`config.mk`:
```
export PLATFORM = sky130hd
export DESIGN_NAME = bounce_sched
export DESIGN_NICKNAME = d
export VERILOG_FILES = /design/src/rtl/bounce_pkg.sv /design/src/rtl/bounce_axis.sv /design/src/rtl/bounce_sched.sv
export SDC_FILE = /design/constraint.sdc
export NUM_CORES = 1
export LEC_CHECK = 0
export ABC_AREA = 1
export CAP_MARGIN = 10
export CORE_MARGIN = 1
export CORE_UTILIZATION = 31
export DETAILED_ROUTE_END_ITERATION = 12
export GPL_TIMING_DRIVEN = 0
export PLACE_DENSITY_LB_ADDON = 0.1
export REMOVE_ABC_BUFFERS = 1
export SETUP_SLACK_MARGIN = 0.02
export SLEW_MARGIN = 30
export SYNTH_ARGS = -nofsm -noshare
export SYNTH_HDL_FRONTEND = slang
export SYNTH_HIERARCHICAL = 1
export SYNTH_SLANG_ARGS = --single-unit
```
`constraint.sdc`:
```
create_clock -name clk_pix -period 14.7 [get_ports clk_pix]
set_input_delay 2.94 -clock clk_pix [delete_from_list [all_inputs] [get_ports clk_pix]]
set_output_delay 2.94 -clock clk_pix [all_outputs]
set_load 0.05 [all_outputs]
```
`src/rtl/bounce_pkg.sv`:
```
// Shared types and defaults for the bouncing-square motion scheduler.
package bounce_pkg;

  localparam int CORDW_DEF = 10;

  typedef struct packed {
    logic [CORDW_DEF-1:0] x;
    logic [CORDW_DEF-1:0] y;
    logic [CORDW_DEF-1:0] size;
    logic [CORDW_DEF-1:0] speed;
    logic                 dx;
    logic                 dy;
  } obj_t;

  typedef enum logic [1:0] {
    ST_IDLE  = 2'd0,
    ST_UPD_X = 2'd1,
    ST_UPD_Y = 2'd2,
    ST_DONE  = 2'd3
  } sched_state_t;

  typedef enum logic {
    AXIS_X = 1'b0,
    AXIS_Y = 1'b1
  } axis_sel_t;

endpackage

```
`src/rtl/bounce_axis.sv`:
```
// Combinational single-axis next-position/next-direction unit.
// Define BOUNCE_SCHED_WRAP_EN to wrap at the screen edges instead of bouncing.
module bounce_axis
  import bounce_pkg::*;
#(
  parameter int CORDW = CORDW_DEF
) (
  input  logic [CORDW-1:0] pos,
  input  logic             dir,
  input  logic [CORDW-1:0] size,
  input  logic [CORDW-1:0] speed,
  input  logic [CORDW-1:0] limit,
  output logic [CORDW-1:0] pos_next,
  output logic             dir_next
);

  localparam int LW = CORDW + 2;

  logic signed [LW-1:0] lim;
  logic signed [LW-1:0] pos_s;
  logic signed [LW-1:0] spd_s;
`ifdef BOUNCE_SCHED_WRAP_EN
  logic signed [LW-1:0] span;
`endif

  // Next position/direction; a negative lim means the square cannot move on this axis.
  always_comb begin
    pos_s    = $signed({2'b00, pos});
    spd_s    = $signed({2'b00, speed});
    lim      = $signed({2'b00, limit}) - $signed({2'b00, size}) - spd_s;
    pos_next = pos;
    dir_next = dir;
`ifdef BOUNCE_SCHED_WRAP_EN
    span     = $signed({2'b00, limit}) - $signed({2'b00, size});
    if (lim[LW-1]) begin
      pos_next = pos;
    end else if (!dir) begin
      pos_next = (pos_s + spd_s > span) ? CORDW'(pos_s + spd_s - span) : pos + speed;
    end else begin
      pos_next = (pos_s < spd_s) ? CORDW'(pos_s - spd_s + span) : pos - speed;
    end
`else
    if (lim[LW-1]) begin
      pos_next = pos;
    end else if (pos_s >= lim) begin
      dir_next = 1'b1;
      pos_next = pos - speed;
    end else if (pos_s < spd_s) begin
      dir_next = 1'b0;
      pos_next = pos + speed;
    end else begin
      pos_next = dir ? pos - speed : pos + speed;
    end
`endif
  end

endmodule

```
`src/rtl/bounce_sched.sv`:
```
// Time-multiplexed motion controller: one shared axis unit walks every object (x then y)
// on each frame_start. Optional wrap mode via BOUNCE_SCHED_WRAP_EN (see bounce_axis).
module bounce_sched
  import bounce_pkg::*;
#(
  parameter int NUM_OBJ = 4,
  parameter int CORDW   = CORDW_DEF,
  parameter int H_RES   = 640,
  parameter int V_RES   = 480
) (
  input  logic                     clk_pix,
  input  logic                     rst_n,
  input  logic                     frame_start,
  input  logic                     cfg_valid,
  output logic                     cfg_ready,
  input  logic [3:0]               cfg_idx,
  input  logic [CORDW-1:0]         cfg_x,
  input  logic [CORDW-1:0]         cfg_y,
  input  logic [CORDW-1:0]         cfg_size,
  input  logic [CORDW-1:0]         cfg_speed,
  input  logic                     cfg_dx,
  input  logic                     cfg_dy,
  output logic [NUM_OBJ*CORDW-1:0] obj_x,
  output logic [NUM_OBJ*CORDW-1:0] obj_y,
  output logic [NUM_OBJ*CORDW-1:0] obj_size,
  output logic                     busy,
  output logic                     done,
  output logic                     overrun
);

  localparam logic [1:0] S_IDLE  = ST_IDLE;
  localparam logic [1:0] S_UPD_X = ST_UPD_X;
  localparam logic [1:0] S_UPD_Y = ST_UPD_Y;
  localparam logic [1:0] S_DONE  = ST_DONE;

  logic [1:0]       state, next_state;
  logic [3:0]       idx;
  logic             pending;
  logic             cfg_we;
  logic [CORDW-1:0] px [NUM_OBJ];
  logic [CORDW-1:0] py [NUM_OBJ];
  logic [CORDW-1:0] psz[NUM_OBJ];
  logic [CORDW-1:0] psp[NUM_OBJ];
  logic             pdx[NUM_OBJ];
  logic             pdy[NUM_OBJ];

  logic [CORDW-1:0] cur_x, cur_y, cur_size, cur_speed;
  logic             cur_dx, cur_dy;
  axis_sel_t        axis;
  logic [CORDW-1:0] a_pos, a_limit, a_pos_next;
  logic             a_dir, a_dir_next;

  assign cfg_we = cfg_valid && cfg_ready;

  // Select the object under update and route the active axis into the shared unit.
  always_comb begin
    cur_x     = '0;
    cur_y     = '0;
    cur_size  = '0;
    cur_speed = '0;
    cur_dx    = 1'b0;
    cur_dy    = 1'b0;
    for (int i = 0; i < NUM_OBJ; i++) begin
      cur_x     = (idx == 4'(i)) ? px[i]  : cur_x;
      cur_y     = (idx == 4'(i)) ? py[i]  : cur_y;
      cur_size  = (idx == 4'(i)) ? psz[i] : cur_size;
      cur_speed = (idx == 4'(i)) ? psp[i] : cur_speed;
      cur_dx    = (idx == 4'(i)) ? pdx[i] : cur_dx;
      cur_dy    = (idx == 4'(i)) ? pdy[i] : cur_dy;
    end
    axis    = (state == S_UPD_Y) ? AXIS_Y : AXIS_X;
    a_pos   = (axis == AXIS_Y) ? cur_y : cur_x;
    a_dir   = (axis == AXIS_Y) ? cur_dy : cur_dx;
    a_limit = (axis == AXIS_Y) ? CORDW'(V_RES) : CORDW'(H_RES);
  end

  bounce_axis #(.CORDW(CORDW)) u_axis (
    .pos      (a_pos),
    .dir      (a_dir),
    .size     (cur_size),
    .speed    (cur_speed),
    .limit    (a_limit),
    .pos_next (a_pos_next),
    .dir_next (a_dir_next)
  );

  // Sequencer next state; a start coinciding with a cfg write is deferred one cycle.
  always_comb begin
    next_state = state;
    case (state)
      S_IDLE: begin
        if (pending) begin
          next_state = S_UPD_X;
        end else if (frame_start && !cfg_we) begin
          next_state = S_UPD_X;
        end else begin
          next_state = S_IDLE;
        end
      end
      S_UPD_X: next_state = S_UPD_Y;
      S_UPD_Y: next_state = (idx == 4'(NUM_OBJ - 1)) ? S_DONE : S_UPD_X;
      S_DONE:  next_state = S_IDLE;
      default: next_state = S_IDLE;
    endcase
  end

  // Sequencer registers and registered status outputs.
  always_ff @(posedge clk_pix or negedge rst_n) begin
    if (!rst_n) begin
      state     <= S_IDLE;
      idx       <= 4'd0;
      pending   <= 1'b0;
      busy      <= 1'b0;
      done      <= 1'b0;
      overrun   <= 1'b0;
      cfg_ready <= 1'b0;
    end else begin
      state     <= next_state;
      pending   <= (state == S_IDLE) && !pending && frame_start && cfg_we;
      busy      <= (next_state != S_IDLE);
      done      <= (next_state == S_DONE);
      overrun   <= frame_start && (state != S_IDLE);
      cfg_ready <= (next_state == S_IDLE);
      if (state == S_IDLE) begin
        idx <= 4'd0;
      end else if (state == S_UPD_Y) begin
        idx <= idx + 4'd1;
      end else begin
        idx <= idx;
      end
    end
  end

  // Object state: cfg writes only happen in IDLE, write-back only in UPD_X/UPD_Y.
  always_ff @(posedge clk_pix or negedge rst_n) begin
    if (!rst_n) begin
      for (int i = 0; i < NUM_OBJ; i++) begin
        px[i]  <= '0;
        py[i]  <= '0;
        psz[i] <= '0;
        psp[i] <= CORDW'(1);
        pdx[i] <= 1'b0;
        pdy[i] <= 1'b0;
      end
    end else begin
      for (int i = 0; i < NUM_OBJ; i++) begin
        if (cfg_we && cfg_idx == 4'(i)) begin
          px[i]  <= cfg_x;
          py[i]  <= cfg_y;
          psz[i] <= cfg_size;
          psp[i] <= cfg_speed;
          pdx[i] <= cfg_dx;
          pdy[i] <= cfg_dy;
        end else if (state == S_UPD_X && idx == 4'(i) && psz[i] != '0) begin
          px[i]  <= a_pos_next;
          pdx[i] <= a_dir_next;
        end else if (state == S_UPD_Y && idx == 4'(i) && psz[i] != '0) begin
          py[i]  <= a_pos_next;
          pdy[i] <= a_dir_next;
        end
      end
    end
  end

  for (genvar g = 0; g < NUM_OBJ; g++) begin : g_flat
    assign obj_x[g*CORDW +: CORDW]    = px[g];
    assign obj_y[g*CORDW +: CORDW]    = py[g];
    assign obj_size[g*CORDW +: CORDW] = psz[g];
  end

endmodule

```
==> results list, run 1 <==
- Number of enable flip-flop cells after synthesis: 0
- The share of synthesized area in the top cell type comes to between 30% and 40%.
* Terminating pin of the worst hold path: psp[6]
- Setup_tns: 0 ps
- The worst hold path passes through 2 cells.
- Combined buffer and inverter count along the critical path: 5
- Setup repair after global routing left no endpoint under its margin.
- CTS-repair resized insts: 0
- Number of hold violations in the final report: 0
* Per-cell via count in the routed design: between 4 and 5
* CTS H-Tree Depth: 4
- Number of stages on the worst setup path: 34
* Vias in the first global route: 11221
- Share of post-route cells with drive strength above 1: ~5.5%
- Cell area after synthesis: about 0.012 mm2
- Floorplan Core Area: just under 0.04 mm2
- Worst Setup End Kind: flip-flop
- STA classifies the critical path startpoint as a flip-flop.
- Setup violations remaining at the end of the flow were counted as 0.
- CP Data Required Time: ~15000 ps
* Synth top area cells: sky130_fd_sc_hd__dfrtp_1 (36%), sky130_fd_sc_hd__nand2_1 (20%), sky130_fd_sc_hd__o21ai_0 (8.6%)
- Fraction of registers with async set or reset after synthesis: 100%
* Std-Cell Rows: 72
- In this design, the largest share of critical-path delay is due to simple AND/OR/NAND/NOR gates.
- The tool flagged a number of max-cap violations equal to 0.
- The HPWL after detailed placement is roughly 32 mm.
- The endpoint identified for the worst register-to-register timing path is obj_y[24].
- Cell types with the highest counts after synthesis: sky130_fd_sc_hd__nand2_1 (654), sky130_fd_sc_hd__o21ai_0 (208), sky130_fd_sc_hd__nand3_1 (205)
- Routability-driven placement finished with a final weighted congestion of 0.876.
- Worst-Skew Late Latency: 450 ps
- Start of the worst register-to-register path: idx[3]
- Worst Tran Pin Value: about 980 ps
* Critical Setup Path Class: flip-flop to flip-flop
* Count of vias placed by the detailed router: between 10000 and 15000
* Antenna Cells: 0
- Entering global routing, the biggest net connects 74 pins.
- Clock tree synthesis selected as its root buffer the cell sky130_fd_sc_hd__clkbuf_16.
- Register bit count reported by yosys: around 180
- Wire length after detailed routing: between 40 and 50 mm
* Fraction of the core area covered by cells at the end of the flow: ~39%
- Post-CTS Setup Repair Bufs: 0
* Number of clock sinks: between 150 and 200
- The initial antenna violation count is 0.
* Cell count after synthesis: 1796
* Top-level I/O count: between 150 and 200
* Minimum period implied by the final worst setup slack: 6810 ps
* TritonCTS clock tree: yes
* Result of the run: finished, final reports clean
* Global-route wire length before repair: 65.7 mm
* Average instance area after synthesis: 6.77 um2
* Path depth of the worst reg2reg path: 34
* Most numerous cell in the Yosys netlist: sky130_fd_sc_hd__nand2_1
* # port buffers: between 150 and 200
* Die X-Extent: roughly 200 um
* Kind of path behind the tightest hold check: flip-flop to flip-flop
- The floorplan step defined a die boundary enclosing 0.0400 mm2.
- Once the floorplan was initialized, standard cells occupied about a third of the core.
* Filler instances: between 4000 and 5000
- Quantity of hold-fixing buffers added after cts: 0
- Total Routing Usage GR: between 20 and 25%
- In this run, the number of DRC markers left after iteration 0 of detailed routing was 856.
- Dividing the detail-routed wire length by the instance count gives 17.6 um.
* CP peak stage delay: 740 ps
- Data arrives at the worst endpoint at roughly 7200 ps.
- Derived from the worst setup path, the maximum achievable clock frequency is 147 MHz.
- In this run the register-to-register setup slack is 7890 ps.
- Final clock period utilization by the worst path: between 40% and 50%
* Count of unresolved DRC violations after routing: 0
* Count of nets after finishing: just over 2000
- Sequential share of the synthesized area: a little under two fifths
- Biggest fanout along the worst timing path: 63
* Max Root-Sink Buffers: 2
* Top FF cell, synth: sky130_fd_sc_hd__dfrtp_1
* Max Slew Vio Count: 0
- Count of cell types in the netlist: between 40 and 50
* Slowest CP cell: sky130_fd_sc_hd__clkinv_1
- The worst hold path begins at psp[6].
- Most frequent CP cell: sky130_fd_sc_hd__nand2_1
* Final Skew: 11.8 ps
- Once detail routing completed, the nets flagged for antenna violations numbered 0.
- During synthesis, Yosys emitted a total of 6 warnings.
- CTS clock-pin slew for the worst setup and hold paths: around 70 ps
- Num CTS Buffers: 17
- Die Height: about 200 um
- Layout overhead on the synthesized area: 23.6%
- Cell type with the highest aggregate area in the netlist: sky130_fd_sc_hd__dfrtp_1
* Pre-antenna DRT Iters: 5
- Headroom to the max-slew limit came out at 34.0%.
* Overflow left after global routing: 0
==> worst max-delay path by stage <==
stage	from	end
finish	idx[3]	obj_y[24]
global route	idx[3]	obj_x[14]
CTS	idx[2]	obj_y[24]
detailed placement	idx[2]	obj_y[24]
global placement	rst_n	obj_size[14]
floorplan	idx[2]	obj_x[11]
==> through the flow <==
step	instances	hold WS (ps)	instance area [um2]	setup WS (ps)
2_1_floorplan	1705	446	11700	8740
3_3_place_gp	2396	458	14100	2350
3_5_place_dp	2407	467	14400	7660
4_1_cts	2439	487	15000	7640
5_1_grt	2439	501	15000	7330
6_report	2439	483	15000	7890
==> cells in the final DEF, fill, tap and decap left out, types with 16 or more instances in the layout <==
master / Yosys / layout
sky130_fd_sc_hd__or2_2: 18 / 18
sky130_fd_sc_hd__dfrtp_1: 175 / 175
sky130_fd_sc_hd__o21ai_0: 208 / 206
sky130_fd_sc_hd__a21oi_1: 31 / 31
sky130_fd_sc_hd__nor2_1: 56 / 55
sky130_fd_sc_hd__clkbuf_16: 0 / 17
sky130_fd_sc_hd__nand3_1: 205 / 203
sky130_fd_sc_hd__ha_1: 53 / 52
sky130_fd_sc_hd__xor2_1: 20 / 20
sky130_fd_sc_hd__o21ai_1: 22 / 16
sky130_fd_sc_hd__inv_1: 177 / 176
sky130_fd_sc_hd__clkdlybuf4s50_1: 0 / 172
sky130_fd_sc_hd__nand2_1: 654 / 653
==> state kept, by name (all words and copies together) (netlist names) <==
name and count:
pdx 4, idx 4, overrun 1, obj_size 40, obj_y 40, state 2
obj_x 40, cfg_ready 1, psp 40, pending 1, busy 1, done 1
pdy 4
==> final cells by class <==
cell class,instances,area (um2),share of cell area [%]
inverter,181,681,4.53
sequential,179,4480,29.8
clock buffer,19,453,3.01
timing repair buffer,184,1950,13.0
multi-input combinational,1345,6640,44.2
clock inverter,13,173,1.15
tap,518,648,4.31
==> worst min-delay path: cells and delay by family (launching register included) <==
family	cells	cell delay, ps
AOI/OAI and AO/OA	1	60
and+or+nand+nor	1	50
DFF	1	340
==> cell families (layout without fill, tap and decap cells) <==
logic type / after synthesis / in the layout / synth area share (%)
and+or+nand+nor: 970 / 970 / 33.4
buffers and inverters: 277 / 397 / 9.44
adders and majority gates: 57 / 57 / 6.11
other: 2 / 7 / 0.0618
DFF: 179 / 179 / 36.9
xor gates and xnor gates: 26 / 26 / 1.87
AOI/OAI and AO/OA: 285 / 285 / 12.2
==> layer usage <==
metal / global-route usage (%) / up-vias / part of all wire (%)
li1: - / 5973 / -
met1: 29.4 / 5621 / 46
met2: 35.4 / 302 / 47
met3: 4.05 / 47 / 5.5
met4: 6.08 / 0 / 1.7
met5: 0 / - / 0
Power of run 1 is left out: the tool's default activity adds up to more than one toggle a clock period on the data nets, which glitch-free logic cannot reach.
==> inputs of run 2 (changes only) <==
==> constraint.sdc (replaced) <==
create_clock -name clk_pix -period 7 [get_ports clk_pix]
set_input_delay 1.4 -clock clk_pix [delete_from_list [all_inputs] [get_ports clk_pix]]
set_output_delay 1.4 -clock clk_pix [all_outputs]
set_load 0.05 [all_outputs]
==> run 2 against run 1 <==
Cell count is essentially flat. Final area is 0.13% higher. Flip-flop and latch count stayed put. Global-route usage about the same. Register-to-register slack got worse by 7400 ps. Fmax increased by 4.2%. Critical path type unchanged. Sequential share of layout area barely moved. Non-clock buffer count stayed put. Critical path depth fell by 2. First-iteration DRC count is 1.2% higher.
==> results list, run 2 (synthesis results as in run 1) <==
- Result of the run: finished, final reports clean (unchanged)
- Most frequent CP cell: sky130_fd_sc_hd__nand2_1 (unchanged)
* Vias in the first global route: 11224 (was 11221)
- Number of nets with antenna violations after routing: 0 (unchanged)
- The final weighted congestion of routability-driven global placement is 0.876 (unchanged).
- Combined buffer and inverter count along the critical path: 4 (was 5)
* Pin count of the biggest net entering global routing: 74 (unchanged)
* Cell family contributing the most delay on the critical path: simple AND/OR/NAND/NOR gates (unchanged)
- The first-iteration detailed-routing DRC count is 866 (was 856).
* Max Root-Sink Buffers: 2 (unchanged)
* Number of clock sinks: 179 (unchanged)
* Top-level I/O count: 174 (unchanged)
- The number of H-tree branching levels was 4 (unchanged).
- The total die area is 0.0400 mm2 (unchanged).
- Number of setup violations in the final report: 0 (unchanged)
- The mean number of vias per cell came to 4.92 (was 4.90).
- Antenna Cells: 0 (unchanged)
- Max Slew Vio Count: 0 (unchanged)
- Filler instances: 4106 (was 4105)
- The total wirelength of the detailed-routed design was 43.5 mm (was 43.0 mm).
- Most common cell after layout, fill and taps aside: sky130_fd_sc_hd__nand2_1 (unchanged)
- The portion of the clock cycle consumed by the worst path in the final layout was 93.4% (was 46.3%).
- The biggest cell delay along the critical path came to 540 ps (was 740 ps).
* Share of post-route cells with drive strength above 1: 5.67% (was 5.47%)
- Die Height: 200 um (unchanged)
- Quantity of hold-fixing buffers added after cts: 0 (unchanged)
- Pre-antenna DRT Iters: 5 (unchanged)
- Most frequent cells in the layout: sky130_fd_sc_hd__nand2_1 (653), sky130_fd_sc_hd__o21ai_0 (206), sky130_fd_sc_hd__nand3_1 (203) (unchanged)
- Biggest fanout along the worst timing path: 45 (was 63)
- Unrepaired setup endpoints after global routing: false (unchanged)
- Worst r2r dst: obj_y[24] (unchanged)
- The total global-route track usage came to 21.8% (about the same).
* Terminating pin of the worst hold path: psp[16] (was psp[6])
- The clock edge transition at the registers on the reported setup and hold paths came to 70 ps (about the same).
- The slowest cell on the critical path was sky130_fd_sc_hd__nor2_4 (was sky130_fd_sc_hd__clkinv_1).
* Layout overhead on the synthesized area: 23.8% (was 23.6%)
- The critical path class is flip-flop to flip-flop (unchanged).
* Count of nets after finishing: 2017 (was 2015)
- The setup slack of the most critical reg-to-reg path is 460 ps (was 7890 ps).
- The core box area was 0.0386 mm2 (unchanged).
- The final core utilization was 38.9% (about the same).
- The maximum clock frequency was 153 MHz (was 147 MHz).
- The critical path arrival came to 6920 ps (was 7200 ps).
* Count of vias placed by the detailed router: 12006 (was 11943)
- Die X-Extent: 200 um (unchanged)
- Std-Cell Rows: 72 (unchanged)
* Mean routed wirelength per cell: 17.8 um (was 17.6 um)
* Area used by multi-input combinational logic: 0.00664 mm2 (about the same)
- The area taken by flip-flops and latches was 0.00448 mm2 (unchanged).
- Number of stages on the worst setup path: 32 (was 34)
- Overflow left after global routing: 0 (unchanged)
- The startpoint of the worst register-to-register path was idx[3] (unchanged).
- The kind of start point of the critical path is a flip-flop (unchanged).
- Number of hold violations in the final report: 0 (unchanged)
- HPWL after detailed placement: 32.1 mm (unchanged)
- Global-route wire length before repair: 65.7 mm (about the same)
- Worst Setup End Kind: flip-flop (unchanged)
- Minimum period implied by the final worst setup slack: 6540 ps (was 6810 ps)
- Max-slew headroom: 45.2% (was 34.0%)
- The start point of the worst hold path is psp[16] (was psp[6]).
- Count of unresolved DRC violations after routing: 0 (unchanged)
* Kind of path behind the tightest hold check: flip-flop to flip-flop (unchanged)
- Worst Tran Pin Value: 821 ps (was 984 ps)
* Startpoint of the worst setup timing path: idx[3] (unchanged)
- The initial antenna violation count was 0 (unchanged).
* # port buffers: 173 (unchanged)
* Num CTS Buffers: 17 (unchanged)
* Post-CTS Setup Repair Bufs: 0 (unchanged)
- The cell chosen for the clock root was sky130_fd_sc_hd__clkbuf_16 (unchanged).
- The worst reg-to-reg path cell count was 32 (was 34).
- The cell count of the worst hold path came to 2 (unchanged).
* Total of max-cap violations: 0 (unchanged)
* TritonCTS clock tree: yes (unchanged)
- The critical path data required time came to 7390 ps (was 15090 ps).
* Final Skew: 11.1 ps (was 11.8 ps)
- The source-to-sink clock delay at the later pin of the worst-skew pair is 450 ps (about the same).
* Initial standard-cell utilization of the core: 31.5% (unchanged)
[run 2: area by class of cell]
type / instances / share of cell area [%]
multi-input cells: 1346 / 44.1
flip-flops and latches: 179 / 29.8
repair buffers: 184 / 13.0
inverters: 181 / 4.57
well taps: 518 / 4.31
clock buffers: 19 / 3.01
clock inverters: 13 / 1.15
repair inverters: 1 / 0.0333
[run 2: how the worst max path moves through the flow]
| stage | to | slack, ps |
|---|---|---|
| floorplan | obj_x[11] | 1040 |
| global placement | obj_size[14] | -3810 |
| detailed placement | obj_y[24] | -40 |
| CTS | obj_y[24] | 250 |
| global route | obj_y[6] | 30 |
| finish | obj_y[24] | 460 |
[run 2: worst reg2reg max path: cells and delay by family, from the launching register on]
family                   cells  cell delay, ps
AO/OA/AOI/OAI                7             870
XOR/XNOR                     2             360
adder cells (fa/ha/maj)      4            1270
buffers and inverters        4            1020
flip-flops                   1             510
AND/OR/NAND/NOR             15            2430
[run 2: metrics by stage]
step / TNS, ps / area [um2] / hold slack (ps) / instances / setup WS [ps]
2_1_floorplan: 0 / 11700 / 446 / 1705 / 1040
3_3_place_gp: -783500 / 14100 / 458 / 2396 / -3810
3_5_place_dp: -106 / 14400 / 467 / 2407 / -36.3
4_1_cts: 0 / 15000 / 487 / 2439 / 248
5_1_grt: 0 / 15000 / 501 / 2441 / 29.2
6_report: 0 / 15000 / 483 / 2441 / 464
[run 2: repair_timing]
| action | CTS | global route |
|---|---|---|
| endpoints found under the setup margin | 11 | 41 |
| pin swaps | 0 | 1 |
| resized for setup | 1 | 1 |
| cloned | 0 | 2 |
[run 2: layer usage]
metal	part of all wire (%)	wire, um	GRT usage, %	vias to the layer above
met5	0	0	0	-
met4	1.6	706	6.08	0
met3	5.4	2370	4.05	47
met2	46	20200	35.5	295
met1	47	20300	29.3	5677
li1	-	-	-	5987
Power of run 2 is left out for the same reason.
